[config.mk]
export PLATFORM = sky130hd
export DESIGN_NAME = mc_control_unit
export DESIGN_NICKNAME = d
export VERILOG_FILES = /design/src/rtl/mc_control_unit.sv
export SDC_FILE = /design/constraint.sdc
export NUM_CORES = 1
export LEC_CHECK = 0
export BUFFER_PORTS_ARGS = -buffer_cell sky130_fd_sc_hd__buf_2
export CAP_MARGIN = 10
export CORE_MARGIN = 1.5
export CORE_UTILIZATION = 40
export CTS_CLUSTER_SIZE = 14
export DETAILED_ROUTE_END_ITERATION = 8
export PLACE_DENSITY = 0.77
export SYNTH_ARGS = -nofsm -noshare
export SYNTH_HDL_FRONTEND = slang
export SYNTH_SLANG_ARGS = --single-unit
[constraint.sdc]
create_clock -name clk -period 1.7 [get_ports clk]
set_input_delay 0.425 -clock clk [delete_from_list [all_inputs] [get_ports clk]]
set_output_delay 0.425 -clock clk [all_outputs]
set_load 0.01 [all_outputs]
[src/rtl/mc_control_unit.sv]
// Multi-cycle control unit: main FSM, ALU decoder and PC/imm/reg-source logic.
// Optional memory handshake with timeout fault and iterative-multiplier wait.
module mc_control_unit #(
    parameter int MEM_HS   = 0,
    parameter int MUL_ITER = 0,
    parameter int WAIT_MAX = 16,
    parameter int ALUC_W   = 3
) (
    input  logic              clk,
    input  logic              reset,
    input  logic [1:0]        Op,
    input  logic [5:0]        Funct,
    input  logic [3:0]        Rd,
    input  logic              MemReady,
    input  logic              MulDone,
    output logic [1:0]        FlagW,
    output logic              PCS,
    output logic              NextPC,
    output logic              RegW,
    output logic              MemW,
    output logic              IRWrite,
    output logic              AdrSrc,
    output logic [1:0]        ResultSrc,
    output logic              ALUSrcA,
    output logic [1:0]        ALUSrcB,
    output logic [1:0]        ImmSrc,
    output logic [1:0]        RegSrc,
    output logic [ALUC_W-1:0] ALUControl,
    output logic              MulStart,
    output logic              Fault,
    output logic [3:0]        State
);

    typedef enum logic [3:0] {
        FETCH   = 4'd0,
        DECODE  = 4'd1,
        MEMADR  = 4'd2,
        MEMRD   = 4'd3,
        MEMWB   = 4'd4,
        MEMWR   = 4'd5,
        EXECR   = 4'd6,
        EXECI   = 4'd7,
        MULWAIT = 4'd8,
        ALUWB   = 4'd9,
        BRANCH  = 4'd10,
        UNKNOWN = 4'd11
    } state_t;

    state_t     st, nxt;
    logic [7:0] wcnt;
    logic [3:0] cmd;
    logic       done, memst, tmo;
    logic       iscmp, ismul, addsub;
    logic       aluop, branch, fw1;
    logic [2:0] alu3;

    assign cmd    = Funct[4:1];
    assign done   = (MEM_HS == 0) | MemReady;
    assign memst  = (st == FETCH) | (st == MEMRD) | (st == MEMWR);
    assign tmo    = memst & ~done & (wcnt == 8'(WAIT_MAX - 1));
    assign iscmp  = (cmd == 4'b1010);
    assign ismul  = (MUL_ITER != 0) & ((cmd == 4'b1001) | (cmd == 4'b1101));
    assign addsub = (cmd == 4'b0100) | (cmd == 4'b0010) | iscmp;

    always_comb begin
        nxt = FETCH;
        case (st)
            FETCH:   nxt = done ? DECODE : FETCH;
            DECODE: begin
                unique case (1'b1)
                    (Op == 2'b01): nxt = MEMADR;
                    (Op == 2'b00): nxt = Funct[5] ? EXECI : EXECR;
                    (Op == 2'b10): nxt = BRANCH;
                    (Op == 2'b11): nxt = UNKNOWN;
                endcase
            end
            MEMADR:  nxt = Funct[0] ? MEMRD : MEMWR;
            MEMRD:   nxt = done ? MEMWB : MEMRD;
            MEMWR:   nxt = done ? FETCH : MEMWR;
            EXECR, EXECI: begin
                if (iscmp)      nxt = FETCH;
                else if (ismul) nxt = MULWAIT;
                else            nxt = ALUWB;
            end
            MULWAIT: nxt = MulDone ? ALUWB : MULWAIT;
            default: nxt = FETCH;
        endcase
    end

    // a timeout overrides the normal transition and never issues a write
    always_ff @(posedge clk or negedge reset) begin
        if (!reset) begin
            st       <= FETCH;
            wcnt     <= '0;
            Fault    <= 1'b0;
            MulStart <= 1'b0;
        end else begin
            MulStart <= (nxt == MULWAIT) & (st != MULWAIT) & ~tmo;
            if (tmo) begin
                Fault <= 1'b1;
                st    <= FETCH;
                wcnt  <= '0;
            end else begin
                st   <= nxt;
                wcnt <= (memst & ~done) ? wcnt + 8'd1 : 8'd0;
            end
        end
    end

    always_comb begin
        NextPC    = 1'b0;
        RegW      = 1'b0;
        MemW      = 1'b0;
        IRWrite   = 1'b0;
        AdrSrc    = 1'b0;
        ResultSrc = 2'b00;
        ALUSrcA   = 1'b0;
        ALUSrcB   = 2'b00;
        aluop     = 1'b0;
        branch    = 1'b0;
        case (st)
            FETCH: begin
                ALUSrcA   = 1'b1;
                ALUSrcB   = 2'b10;
                ResultSrc = 2'b10;
                IRWrite   = done;
                NextPC    = done;
            end
            DECODE: begin
                ALUSrcA   = 1'b1;
                ALUSrcB   = 2'b10;
                ResultSrc = 2'b10;
            end
            MEMADR:  ALUSrcB = 2'b01;
            MEMRD:   AdrSrc = 1'b1;
            MEMWB: begin
                ResultSrc = 2'b01;
                RegW      = 1'b1;
            end
            MEMWR: begin
                AdrSrc = 1'b1;
                MemW   = 1'b1;
            end
            EXECR:   aluop = 1'b1;
            EXECI: begin
                ALUSrcB = 2'b01;
                aluop   = 1'b1;
            end
            MULWAIT: aluop = 1'b1;
            ALUWB:   RegW = 1'b1;
            BRANCH: begin
                ALUSrcB   = 2'b01;
                ResultSrc = 2'b10;
                branch    = 1'b1;
            end
            default: ;
        endcase
    end

    always_comb begin
        alu3 = 3'b000;
        if (aluop) begin
            case (cmd)
                4'b0100: alu3 = 3'b000;
                4'b0010: alu3 = 3'b001;
                4'b1010: alu3 = 3'b001;
                4'b0000: alu3 = 3'b010;
                4'b1100: alu3 = 3'b011;
                4'b0001: alu3 = 3'b100;
                4'b1101: alu3 = 3'b110;
                4'b1001: alu3 = 3'b111;
                default: alu3 = 3'b000;
            endcase
        end
    end

    // logical ops update only NZ; C/V follow only for add/sub/compare
    assign fw1        = Funct[0] | iscmp;
    assign FlagW      = ((st == EXECR) | (st == EXECI)) ? {fw1, fw1 & addsub} : 2'b00;
    assign ALUControl = ALUC_W'(alu3);
    assign PCS        = branch | ((Rd == 4'hF) & RegW);
    assign ImmSrc     = Op;
    assign RegSrc     = {Op == 2'b01, Op == 2'b10};
    assign State      = st;

endmodule

== Word level (Yosys, flattened, before mapping) ==
Memories as Yosys holds them, arrays and structs flattened.
Cells that the tools add are included.
Word-level totals
  flip-flop bits (word level): 5
  ROM bits: 48
  input bits: 16
  logic and storage cells: 56
  memories: 1
Memories
  (name not given): depth 16, bits a word 3, read ports 1, clocked after Yosys merged registers in 0, write ports 0, RTL line 163  | case (cmd)
Cells by class
  equal/unequal tests: 19
  mux-type cells: 17
  bitwise operators: 8
  reductions and logical operators: 9
Operators by type and width (number)
  $eq A4 B4 Y1 const B: 6
  $pmux W4 S6: 1
  $eq A4 B3 Y1 const B: 5
  $pmux W4 S4: 1
  $eq A4 B2 Y1 const B: 3
  $mux W1: 9
  $reduce_or A3 Y1: 3
  $pmux W2 S2: 2
  $reduce_or A2 Y1: 4
  $mux W3: 2
  $or A1 B1 Y1: 5
  $eq A2 B2 Y1 const B: 2
  $eq A4 B1 Y1 const B: 1
  $logic_not A4 Y1: 1
  $mux W4: 1
  $ne A4 B4 Y1 const B: 1
  $and A1 B1 Y1: 3
  $eq A2 B1 Y1 const B: 1
  $logic_not A2 Y1: 1
  $mux W2: 1

== Logic depth before layout (Yosys ltp) ==
Gate-level depths: netlist of run 1.
  depth in word-level cells: 5
  gate-level depth with buffers: 5

== Worst setup path after synthesis of run 1 ==
No wires, ideal clock.
  path kind: register -> output
  start point: reg st[1], in the netlist State[1]
  end point: out NextPC
  data arrival time: 1.470 ns
  required time: 1.275 ns
  setup slack: -0.195 ns
  cell stages (with the launch flop): 5
  buffers on the path: 3
  path through: dfrtp_1 > buf_2 > buf_2 > nor4_1 > buf_4
On the way
  word-level cells in the longest chain between the ends: 2
RTL lines
  from (decl): RTL line 49  | state_t st, nxt;
  from (signal assigned): RTL line 104  | st <= nxt;
  $logic_not A4 Y1
  $mux W1
  to (decl): RTL line 18  | output logic NextPC,
Every way passes these cells.

== Final worst setup path of run 1 ==
  start point: reg st[0], in the netlist State[0]
  end point: out PCS
On the way
  word-level cells in the longest chain between the ends: 5
  elaborated cells between the ends (all ways): 8
  classes of those cells: eq/ne: 3; mux: 2; bitwise: 2; reduce/logical: 1
RTL lines
  $eq A4 B3 Y1 or $eq A4 B4 Y1 (tied branches): RTL line 121  | case (st)
  $reduce_or A2 Y1 (no line)
  $mux W1: RTL line 121
  $and A1 B1 Y1: RTL line 181  | assign PCS = branch | ((Rd == 4'hF) & RegW);
  $or A1 B1 Y1 *: RTL line 181
  to (decl): RTL line 17  | output logic PCS,
Every way passes the cells marked *; elsewhere a longest branch is shown, timed or not.

==> results.cfg, run 1 <==
[outcome]
status = complete, but fails checks
violations = negative setup slack

[drt]
wl_um = 2005
dr.pass1.iters = 6
vias_per_cell = 5.227
vias = 784
drc = 0
drt_iter0_markers = 20
routedWlPerCell_um = 13.37
ant_nets = 0

[cts]
cts_tree = yes
h-tree-depth = 1
cts_num_sinks = 5
insertion_delay_ns = 0.25
clk_transition_reported_paths_ns = 0.05
cts_buffer_depth = 2
root_buffer = clkbuf_4
cts_made_buffers = 3

[die]
rows = 14
die_x_um = 42.51
core_area_um2 = 1489
io_pins = 42
die_h_um = 42.51
start_util_pct = 41.93
die_area_um2 = 1807

[worst_setup_path]
worst_r2r_startpoint = State[1]
r2r_slack_ns = 0.28
critPathCaptureType = output pin
worstPathArrival_ns = 1.46
critPathTopFamily = flip-flops
ff2ff_path_depth = 6
path_cells = nor4b_4 > o21bai_4 > a32o_2 > buf_6
start_kind = flip-flop
critPathBufInv = 1
slowest_stage = dfrtp_2
worstSetupPathType = flip-flop to output pin
critPathRequiredTime_ns = 1.27
cpPeakStageDelay_ns = 0.45
worstPathMaxFanout = 4
worstReg2RegEnd = State[0]

[cells_and_area]
drive_above_1_share_pct = 61.94
layout_common_cells = buf_2 (38), buf_4 (13), buf_6 (8)
fin_util_pct = 74.62
layout_commonest_cell = buf_2
syn_to_final_growth_pct = 77.96
fin_nets = 155
fin_area_um2 = 1111
nFillCells = 113
insertedDiodeCount = 0

[synthesis]
synth-edff-count = 0
synth_simple_gate_area_share_pct = 34.47
synth_top_family_by_area = simple AND/OR/NAND/NOR gates
synth_mux_area_share_pct = 3.206
synth_flop_cell = dfrtp_1
synthDominantCellAreaShare_pct = 20.04
synth_compound_area_share_pct = 20.24
synth-seq-cells = 5
synthArstFlopShare_pct = 100.0
synth_area_per_cell_um2 = 7.903
synthesis.area_um2 = 624.3
yosysWarnings = 0
synthAdderAreaFrac_pct = 8.016
ys_seq_area_share_pct = 20.04
synthXorXnorAreaFrac_pct = 1.403
synth_area_leaders = dfrtp_1 (20%), ha_1 (8.0%), buf_2 (4.8%), buf_4 (4.8%), nor2_1 (4.8%)
syn_inst = 79
synth_area_leader_cell = dfrtp_1
yosysUniqueCellTypes = 38

[power]
p_total_uw = 1612
ir_drop_v = 0.0006066
p_leak_uw = 0.0005762
p_per_area_nw_per_um2 = 1451

[sta]
final_hold_viol_count = 0
fmax_ghz = 0.5315
finalCritPeriodShare_pct = 110.7
worst_slack_ns = -0.1815
finalSetupViolations = 13
fin_crit_ns = 1.881
rsz0062_at_grt = yes
finalMaxSlewViolations = 0
clock_skew_ns = 0.007797

[grt]
grt_max_degree = 10
grt_overflow = 0
first_global_vias = 695
antenna_found_initial = 0
grt_pass1_wl_um = 3056
track_usage_pct = 22.14

[placed_design]
portBuffers = 39
gp_congestion = 0.7510
hpwl_um = 1266
dpl-instance-area_um2 = 902.1

[min_path]
hold_path.class = input pin to async pin

[job]
timing.max_cap.violations = 0
## worst max-delay path by stage
stage | startpoint | endpoint | slack, ns | depth (start not counted)
floorplan | State[0] | PCS | 0.004 | 4
global placement | Funct[1] | ALUControl[0] | -0.08 | 7
detailed placement | Funct[1] | ALUControl[0] | -0.12 | 7
CTS | State[1] | PCS | -0.14 | 4
global route | State[1] | ALUControl[0] | -0.21 | 5
finish | State[0] | PCS | -0.18 | 4
## cell type report
class,count,area [µm²],share of cell area [%]
well taps,16,20.02,1.802
inverters,4,17.52,1.577
multi-input cells,61,529.3,47.63
repair buffers,60,387.9,34.91
flip-flops and latches,5,130.1,11.71
clock buffers,4,26.28,2.365
## cell usage after synthesis (2+ instances only)
cell	number
dfrtp_1	5
o21ai_0	2
nor3_1	3
buf_4	4
nand3b_1	2
buf_2	6
and3b_1	2
a21oi_1	3
inv_1	4
mux2i_1	2
ha_1	4
and2_1	4
nand2_1	2
nor2b_1	3
nand2b_1	3
nor2_1	8
## per-layer routing
layer | share of wire (%) | global-route usage (%) | up-vias
li1 | - | - | 385
met1 | 41 | 25.65 | 372
met2 | 54 | 41.23 | 25
met3 | 4.2 | 1.724 | 2
met4 | 0.80 | 8.750 | 0
met5 | 0 | 0 | -
## report_power, final
part	internal, µW	total [µW]	switching (µW)
logic	630	1200	573
clock network	89.1	143	54.2
registers	172	266	94.1
## registers in the layout, summed over array words and instances, names as in the netlist
name and flops:
State 4, MulStart 1
## kinds of logic after synthesis
group                      Yosys count
xor gates and xnor gates             1
adders and majority gates            4
buffers and inverters               14
and+or+nand+nor                     35
AOI/OAI and AO/OA                   17
DFF                                  5
muxes                                2
other                                1
## metrics by stage
stage	hold WS (ns)	std cells	TNS, ns	setup slack, ns
floorplan	0.1294	80	0	0.004292
global placement	0.2411	136	-0.1636	-0.07649
detailed placement	0.2470	136	-0.2540	-0.1240
CTS	0.4927	149	-0.8794	-0.1448
global route	0.5305	150	-1.709	-0.2104
finish	0.5122	150	-1.080	-0.1815
## what timing repair did
item	4_1_cts	5_1_grt
endpoints found under the hold margin	5	0
cloned	1	0
hold buffers	1	0
resized for setup	22	7
buffers inserted	7	1
pin swaps	8	2
setup endpoints to repair	13	15
Power figures use the tool's default switching activity.
==> inputs of run 2 (changes only) <==
- PLACE_DENSITY: 0.77 -> 0.86
==> results.cfg, run 2 (synthesized netlist as in run 1, its figures left out) <==
[power]
clockPowerShare_pct = 8.4
p_sw_share_pct = 45.49
power.internal_uw = 917.1
p_per_area_nw_per_um2 = 1509
p_switching_uw = 765.3
ir_drop_v = 0.0006940
comb_power_share_pct = 75.3
p_leak_uw = 0.0005804
seqPwrFrac_pct = 16.3

[cells_and_area]
layout_commonest_cell = buf_2
largest_reg_flops = 4
layout_common_cells = buf_2 (37), buf_4 (15), buf_6 (6)
fin_nets = 155
insertedDiodeCount = 0
drive_above_1_share_pct = 64.18
syn_to_final_growth_pct = 78.56
fin_area_um2 = 1115

[placed_design]
hpwl_um = 1296
portBuffers = 39
dpl-instance-area_um2 = 902.1
gp_congestion = 0.7752
place_ws_ns = -0.1157

[sta]
finalMaxSlewViolations = 0
worst_slack_ns = -0.1553
fmax_ghz = 0.5390
fin_crit_ns = 1.855
clock_skew_ns = 0.003330
final_hold_viol_count = 0
finalCritPeriodShare_pct = 109.1
tns_ns = -1.219
hold_ws_ns = 0.5180
finalSetupViolations = 13
rsz0062_at_grt = yes

[worst_setup_path]
critPathRequiredTime_ns = 1.27
start_kind = flip-flop
critPathBufInv = 1
worstPathArrival_ns = 1.43
worstPathMaxFanout = 6
worstSetupPathType = flip-flop to output pin
path_cells = nor4b_4 > o21bai_4 > a32o_2 > buf_6
startpoint = State[0]
critPathTopFamily = flip-flops
slowest_stage = dfrtp_2
critPathCaptureType = output pin
cpPeakStageDelay_ns = 0.47
worst_r2r_startpoint = State[1]

[min_path]
hold_path.class = input pin to async pin

[cts]
cts_num_sinks = 5
clk_transition_reported_paths_ns = 0.05
h-tree-depth = 1
cts_tree = yes
insertion_delay_ns = 0.25
root_buffer = clkbuf_4
cts_buffer_depth = 2
cts_made_buffers = 3

[drt]
vias_per_cell = 5.220
drc = 0
ant_nets = 0
wl_um = 2130
routedWlPerCell_um = 14.20
vias = 783
drt_iter0_markers = 17
dr.pass1.iters = 4

[die]
io_pins = 42
rows = 14
core_area_um2 = 1489
die_area_um2 = 1807
die_h_um = 42.51
start_util_pct = 41.93
die_x_um = 42.51

[outcome]
violations = negative setup slack
status = complete, but fails checks

[grt]
first_global_vias = 707
grt_pass1_wl_um = 2994
track_usage_pct = 21.37
grt_overflow = 0
grt_max_degree = 13
antenna_found_initial = 0

[job]
timing.max_cap.violations = 0
## run 2: what timing repair did
| action | CTS | global route |
|---|---|---|
| gates resized for setup | 12 | 18 |
| hold buffers | 1 | 0 |
| pin swaps | 8 | 3 |
| gates cloned | 0 | 1 |
| setup endpoints to repair | 14 | 13 |
| buffers inserted | 4 | 4 |
| hold endpoints to repair | 5 | 0 |
## run 2: power by group through the flow
stage          Combinational (µW)  Clock (µW)  Sequential, µW
2_1_floorplan                 611           0             232
5_1_grt                      1340         156             283
4_1_cts                      1060         147             252
3_3_place_gp                  924           0             236
6_report                     1270         141             275
3_5_place_dp                  945           0             238
## run 2: path summary, 6_finish.rpt
kind                            end  slack [ns]  cells after the start
setup / recovery                PCS       -0.16                      4
hold / removal             MulStart        0.52                      2
setup reg to reg           State[0]        0.35                      4
hold reg to reg            State[2]        0.71                      2
max in group asynchronous  State[0]        1.03                      2
min in group clk           State[1]        0.52                      3
## run 2: area by class of cell
class	instances	area [µm²]
Sequential cell	5	130.1
Tap cell	16	20.02
Multi-Input combinational cell	61	528.0
Fill cell	124	374.1
Timing Repair Buffer	60	395.4
Clock buffer	4	26.28
Inverter	4	15.01
## run 2: worst register-to-register path, cell delays in order (launching register included)
cell and delay, ns:
dfrtp_2 0.47, nand2b_2 0.26, buf_4 0.16, a2111oi_2 0.24
a211o_1 0.15
## run 2: stage by stage
step	instances	power, µW	util (%)
floorplan	80	843.5	-
global placement	136	1160	60.59
detailed placement	136	1183	60.59
CTS	145	1455	68.15
global route	150	1777	74.87
finish	150	1682	74.87
## run 2: routing by layer
metal  part of all wire, %  routed length [µm]  GRT usage, %
met5                     0                   0             0
met4                  0.66                  14         5.625
met3                   5.4                 114         2.586
met2                    54                1149         41.23
met1                    40                 851         24.15
==> inputs of run 3 (changes only) <==
- CORE_UTILIZATION: 40 -> 43
- PLACE_DENSITY: 0.86 -> 0.91
- clock period: 1.7 -> 2.2 ns (I/O delays scaled with it)
==> results.cfg, run 3 (synthesized netlist as in run 1, its figures left out) <==
[drt]
vias_per_cell = 5.223
ant_nets = 0
drt_iter0_markers = 7
dr.pass1.iters = 2
vias = 679
routedWlPerCell_um = 11.27
drc = 0
wl_um = 1465

[outcome]
status = complete, no violations

[min_path]
hold_path.class = input pin to async pin

[sta]
hold_ws_ns = 0.1085
tns_ns = 0
final_hold_viol_count = 0
rsz0062_at_grt = no
fmax_ghz = 0.4830
finalSetupViolations = 0
finalCritPeriodShare_pct = 94.10
finalMaxSlewViolations = 0
worst_slack_ns = 0.1298
fin_crit_ns = 2.070
clock_skew_ns = 0.0002199

[grt]
antenna_found_initial = 0
first_global_vias = 520
grt_max_degree = 18
grt_overflow = 0
track_usage_pct = 17.99
grt_pass1_wl_um = 2014

[worst_setup_path]
critPathRequiredTime_ns = 1.65
startpoint = Funct[1]
critPathCaptureType = output pin
worstPathMaxFanout = 4
worstPathArrival_ns = 1.52
worstSetupPathType = input pin to output pin
worst_r2r_startpoint = State[1]
start_kind = input pin

[placed_design]
dpl-instance-area_um2 = 797.0
place_ws_ns = 0.1264
gp_congestion = 0.7376
hpwl_um = 1140
portBuffers = 39

[die]
die_h_um = 41.11
io_pins = 42
core_area_um2 = 1334
die_area_um2 = 1690
rows = 13
start_util_pct = 46.81
die_x_um = 41.11

[cells_and_area]
nFillCells = 131
layout_commonest_cell = buf_2
drive_above_1_share_pct = 40.87
fin_nets = 136
insertedDiodeCount = 0
layout_common_cells = buf_2 (39), nor2_1 (8)
syn_to_final_growth_pct = 32.06
largest_reg_flops = 4
fin_area_um2 = 824.5

[cts]
cts_buffer_depth = 2
clk_transition_reported_paths_ns = 0.05
post-cts-setup-buffers = 0
cts_made_buffers = 3
cts_num_sinks = 5
root_buffer = clkbuf_4
postCtsHoldBufs = 0
h-tree-depth = 1
cts_tree = yes
insertion_delay_ns = 0.24

[power]
p_leak_uw = 0.0004546
ir_drop_v = 0.0004451
p_per_area_nw_per_um2 = 1051

[job]
timing.max_cap.violations = 0
==> run 3: changes by cell type in the layout (fill, tap and decap cells not counted), sizes merged <==
cell / before / now
buf: 59 / 41
dlygate4sd3: 1 / 0
==> run 3: per-stage QoR <==
step,power (µW),instances,util [%]
final,867.0,130,61.82
after global routing,947.0,130,61.82
after CTS,871.3,130,61.82
after detailed placement,759.0,126,59.76
after global placement,739.1,126,59.76
after floorplan,575.2,80,-
==> run 3: final timing paths <==
kind	endpoint	slack (ns)	cells after the start
min	State[0]	0.11	1
max reg2reg	State[0]	0.93	3
max in group asynchronous	State[1]	1.95	1
min in group clk	State[1]	0.61	1
max	FlagW[0]	0.13	7
min reg2reg	State[1]	0.61	1
==> run 3: per-layer routing <==
metal / vias to the layer above / share of wire, % / track usage, %
met2: 32 / 50 / 35.16
met1: 298 / 41 / 19.22
met4: 0 / 0.68 / 4.839
met5: - / 0 / 0
li1: 347 / - / -
met3: 2 / 8.1 / 3.261
==> run 3: area by class of cell <==
type | instances | area (µm²) | share of cell area (%)
tap | 15 | 18.77 | 2.276
inverter | 4 | 15.01 | 1.821
timing repair buffer | 41 | 210.2 | 25.49
sequential | 5 | 126.4 | 15.33
multi-input combinational | 61 | 427.9 | 51.90
clock buffer | 4 | 26.28 | 3.187
==> run 3: power breakdown <==
| part | leakage, µW | internal [µW] | switching, µW | total (µW) |
|---|---|---|---|---|
| registers | 0.0000614 | 127 | 94.3 | 221 |
| logic | 0.000378 | 254 | 282 | 537 |
| clock network | 0.0000150 | 68.8 | 40.6 | 109 |
==> run 3: what timing repair did <==
item                                   4_1_cts  5_1_grt
setup endpoints to repair                    1        0
endpoints found under the hold margin        0        0
resized for setup                            1        0
==> run 3: critical path, stage by stage <==
cell and delay [ns]:
buf_2 0.10, inv_1 0.06, ha_1 0.22, and3b_1 0.22, a31oi_1 0.14, a21oi_1 0.09
buf_2 0.14
